`src/rtl/intersection_controller.sv`:
```
// Two-road intersection sequencer: main road green by default, side road
// served on vehicle or latched pedestrian demand, with yellow/all-red clearance.
module intersection_controller #(
    parameter int MIN_MAIN_GREEN = 8,
    parameter int SIDE_GREEN     = 6,
    parameter int YELLOW         = 3,
    parameter int ALL_RED        = 1,
    parameter int CNT_W          = 8
) (
    input  logic       clk,
    input  logic       reset,
    input  logic       side_req,
    input  logic       ped_req,
    output logic       main_red,
    output logic       main_yellow,
    output logic       main_green,
    output logic       side_red,
    output logic       side_yellow,
    output logic       side_green,
    output logic       walk,
    output logic       ped_pending,
    output logic [2:0] state
);

    typedef enum logic [2:0] {
        ST_MAIN_GREEN  = 3'd0,
        ST_MAIN_YELLOW = 3'd1,
        ST_ALL_RED_1   = 3'd2,
        ST_SIDE_GREEN  = 3'd3,
        ST_SIDE_YELLOW = 3'd4,
        ST_ALL_RED_2   = 3'd5
    } state_e;

    localparam logic [CNT_W-1:0] MG_LAST  = CNT_W'(MIN_MAIN_GREEN - 1);
    localparam logic [CNT_W-1:0] SG_LAST  = CNT_W'(SIDE_GREEN - 1);
    localparam logic [CNT_W-1:0] YEL_LAST = CNT_W'(YELLOW - 1);
    localparam logic [CNT_W-1:0] AR_LAST  = CNT_W'(ALL_RED - 1);

    state_e             state_q, state_d;
    logic [CNT_W-1:0]   timer_q, timer_d;
    logic               ped_pending_q, ped_pending_d;
    logic               walk_q, walk_d;
    logic               enter_side, exit_side;

    always_comb begin
        state_d = state_q;
        case (state_q)
            ST_MAIN_GREEN: begin
                if (timer_q >= MG_LAST && (side_req || ped_pending_q))
                    state_d = ST_MAIN_YELLOW;
            end
            ST_MAIN_YELLOW: begin
                if (timer_q == YEL_LAST)
                    state_d = ST_ALL_RED_1;
            end
            ST_ALL_RED_1: begin
                if (timer_q == AR_LAST)
                    state_d = ST_SIDE_GREEN;
            end
            ST_SIDE_GREEN: begin
                if (timer_q == SG_LAST)
                    state_d = ST_SIDE_YELLOW;
            end
            ST_SIDE_YELLOW: begin
                if (timer_q == YEL_LAST)
                    state_d = ST_ALL_RED_2;
            end
            ST_ALL_RED_2: begin
                if (timer_q == AR_LAST)
                    state_d = ST_MAIN_GREEN;
            end
            default: state_d = ST_ALL_RED_2;
        endcase
    end

    // Timer restarts on every phase change and saturates while main holds
    always_comb begin
        timer_d = timer_q;
        if (state_d != state_q)
            timer_d = '0;
        else if (!(&timer_q))
            timer_d = timer_q + CNT_W'(1);
    end

    assign enter_side = (state_q == ST_ALL_RED_1) && (state_d == ST_SIDE_GREEN);
    assign exit_side  = (state_q == ST_SIDE_GREEN) && (state_d != ST_SIDE_GREEN);

    // A request arriving on the side-green entry edge counts as served
    always_comb begin
        ped_pending_d = ped_pending_q | ped_req;
        walk_d        = walk_q;
        if (enter_side) begin
            ped_pending_d = 1'b0;
            walk_d        = ped_pending_q;
        end else if (exit_side) begin
            walk_d = 1'b0;
        end
    end

    always_ff @(posedge clk) begin
        if (reset) begin
            state_q       <= ST_ALL_RED_2;
            timer_q       <= '0;
            ped_pending_q <= 1'b0;
            walk_q        <= 1'b0;
        end else begin
            state_q       <= state_d;
            timer_q       <= timer_d;
            ped_pending_q <= ped_pending_d;
            walk_q        <= walk_d;
        end
    end

    always_comb begin
        main_red    = 1'b0;
        main_yellow = 1'b0;
        main_green  = 1'b0;
        side_red    = 1'b0;
        side_yellow = 1'b0;
        side_green  = 1'b0;
        case (state_q)
            ST_MAIN_GREEN: begin
                main_green = 1'b1;
                side_red   = 1'b1;
            end
            ST_MAIN_YELLOW: begin
                main_yellow = 1'b1;
                side_red    = 1'b1;
            end
            ST_SIDE_GREEN: begin
                main_red   = 1'b1;
                side_green = 1'b1;
            end
            ST_SIDE_YELLOW: begin
                main_red    = 1'b1;
                side_yellow = 1'b1;
            end
            default: begin
                main_red = 1'b1;
                side_red = 1'b1;
            end
        endcase
    end

    assign walk        = (state_q == ST_SIDE_GREEN) & walk_q;
    assign ped_pending = ped_pending_q;
    assign state       = state_q;

endmodule

```
`config.mk`:
```
export PLATFORM = sky130hd
export DESIGN_NAME = intersection_controller
export DESIGN_NICKNAME = d
export VERILOG_FILES = /design/src/rtl/intersection_controller.sv
export SDC_FILE = /design/constraint.sdc
export NUM_CORES = 1
export LEC_CHECK = 0
export BUFFER_PORTS_ARGS = -buffer_cell sky130_fd_sc_hd__buf_2
export CAP_MARGIN = 0
export CORE_ASPECT_RATIO = 0.9
export CORE_MARGIN = 2
export CORE_UTILIZATION = 59
export CTS_CLUSTER_DIAMETER = 30
export CTS_CLUSTER_SIZE = 16
export DETAILED_ROUTE_END_ITERATION = 10
export PLACE_DENSITY = 0.82
export SLEW_MARGIN = 20
export SYNTH_ARGS = -nofsm -noshare
export SYNTH_HDL_FRONTEND = slang
export SYNTH_SLANG_ARGS = --single-unit
export TNS_END_PERCENT = 100
```
`constraint.sdc`:
```
create_clock -name clk -period 4.75 [get_ports clk]
set_input_delay 1.1875 -clock clk [delete_from_list [all_inputs] [get_ports clk]]
set_output_delay 1.1875 -clock clk [all_outputs]
set_load 0.1 [all_outputs]
```
==> impl_metrics.ini <==
[placed_design]
dp_cells = 150
gp_congestion = 0.8372
hpwl_um = 1639
place.port_buffers = 14

[cts]
cts_resized = 0
h-tree-depth = 1
clk_latency_ps = 290
ctsHoldBuffers = 0
clkSinkCount = 13
clkTransAtPathRegs_ps = 90
cts_tree = built
clockRootBuffer = clkbuf_4
numCtsBuffers = 3
cts.path.max_buffers = 2
post_cts_buffers = 0

[yosys]
syn-cell-area_um2 = 964.7
synth.avg_cell_area_um2 = 8.039
synth_edf_count = 0
synth_top_family_by_area = simple AND/OR/NAND/NOR gates
ys_types = 45
yosys_warnings = 0
async_reset_ff_frac = 0
yosys.area_share.simple = 0.3333
synthFlopType = dfxtp_1
synth-seq-cells = 13
synth_xor_area_frac = 0.009079
yosysSeqAreaShare = 0.2698
syn-instance-count = 120
muxShareOfSynthArea = 0.04410
synth_nets = 128
synth_compound_area_frac = 0.2348
synth_fa_ha_area_frac = 0.05188

[worst_hold_path]
hold_path_class = flop to flop
whs_path_depth = 2

[floorplanning]
core-area_um2 = 1496
rows = 13
die_w_um = 46.62
start_util = 0.6446
die_h_um = 42.36
boundaryPins = 15
fp.dieArea_um2 = 1975

[timing]
post-route-period-util = 0.6300
slew-limit-headroom = 0.4013
worstMarginPinSlew_ps = 896.3
rsz0062_at_grt = false
fmax_mhz = 334.2
final_hold_viol_count = 0
slew_viol_final = 0
setup_viol = 0
finalSetupTns_ps = 0
fin_worst_skew_ps = 0.8406
layout_min_cycle_time_ps = 2993

[route]
first_iter_violations = 48
drt-total-wl_um = 2199
num_vias = 936
ant_nets = 0
vias_per_cell = 6.078
dr.pass1.iters = 4
post_drt_wl_per_cell_um = 14.28
drc_errors = 0

[worst_setup_path]
reg2reg_depth = 7
startpoint_type = flop
required_ps = 3560
worstSetupPathType = flop to output port
critical_path_arrival_ps = 1810
cp_max_fo = 14
end_kind = output port

[global_route]
grt_remaining_overflow = 0
grt_pass1_wl_um = 3636
antenna_found_initial = 0
grt_max_degree = 15
grt_pass1_vias = 819
track_usage = 0.2578

[pwr]
leakage_nw = 0.4501
powerDensity_nw_per_um2 = 650.6
peakVddDrop_v = 0.0004255

[layout]
finalNonFillerCells = 154
drive_gt1_frac = 0.2727
nets = 141
antenna_cells = 0
area_growth_pct = 9.728

[job]
drv_cap = 0

[run_status]
status = completed
==> metal layers <==
layer,part of all wire,track usage,up-vias
met2,0.47,0.3833,36
met3,0.067,0.08190,4
met4,0.014,0.09444,0
met1,0.45,0.3438,437
li1,-,-,459
met5,0,0,-
==> critical path, cell delays in order, from the launching register on <==
cell and delay (ps):
dfxtp_1 630, and3b_1 320, and2_1 150, buf_2 420
==> sequential cells by signal (all words and copies together) (netlist names) <==
name and cells:
state 3, walk_q 1, timer_q 8, ped_pending 1
==> synth_stat cells (2+ instances only) <==
library cell	n	area, um2
mux2i_1	2	20.02
ha_1	4	50.05
nand2b_1	4	25.02
nor2_1	8	30.03
buf_4	3	22.52
and3b_1	2	17.52
nand2_1	20	75.07
and4_2	3	30.03
dfxtp_1	13	260.3
o31ai_1	2	15.01
a21oi_1	8	40.04
and2_1	2	12.51
buf_2	2	10.01
nand4_1	2	12.51
or2_2	2	12.51
nor3_1	4	20.02
inv_1	5	18.77
o22ai_1	2	12.51
o21ai_0	6	30.03
==> stage by stage <==
step                utilization  area (um2)  setup slack, ps  total power [W]  hold slack, ps
floorplan                     -       969.7            44.14        0.0005501           541.3
global placement         0.6890        1031             2130        0.0006006           506.9
detailed placement       0.6890        1031             2085        0.0006133           519.3
CTS                      0.7074        1059             1785        0.0006895           534.1
global route             0.7074        1059             1694        0.0007248           584.5
finish                   0.7074        1059             1757        0.0006887           526.8
==> final cells by class <==
class | count | area (um2)
Tap cell | 22 | 27.53
Fill cell | 127 | 437.9
Timing Repair Buffer | 14 | 70.07
Clock inverter | 1 | 5.005
Multi-Input combinational cell | 96 | 654.4
Inverter | 5 | 18.77
Sequential cell | 13 | 260.3
Clock buffer | 3 | 22.52
==> where the power goes <==
part           leakage, nW  internal (W)  switching [W]  total (W)
clock               0.0177     0.0000314      0.0000435  0.0000749
sequential           0.106      0.000127      0.0000342   0.000161
combinational        0.326      0.000113       0.000340   0.000453
total                0.450      0.000271       0.000417   0.000689
==> placed cells by master (no fill, tap or decap), types with 2 or more instances in the layout <==
master,Yosys,final
nand2b_1,4,4
ha_1,4,4
nand2_1,20,20
clkbuf_4,0,3
or2_2,2,2
o21ai_0,6,6
o22ai_1,2,2
nand4_1,2,2
and2_1,2,2
a21oi_1,8,8
and4_2,3,3
buf_2,2,14
nor2_1,8,8
and3b_1,2,2
o31ai_1,2,2
dfxtp_1,13,13
inv_1,5,5
mux2i_1,2,2
nor3_1,4,3
==> kinds of logic after synthesis <==
kind of cell,after synthesis
AO/OA/AOI/OAI,29
multiplexers,4
AND/OR/NAND/NOR,58
flip-flops,13
XOR/XNOR,1
adder cells (fa/ha/maj),4
buffers and inverters,11
==> path summary, 6_finish.rpt <==
kind,startpoint,to,slack (ps)
setup / recovery,state[1],walk,1760
hold / removal,ped_pending,ped_pending,530
setup reg to reg,timer_q[1],timer_q[1],2590
hold reg to reg,ped_pending,ped_pending,530
Note: power is estimated with default switching activity, not from simulation.
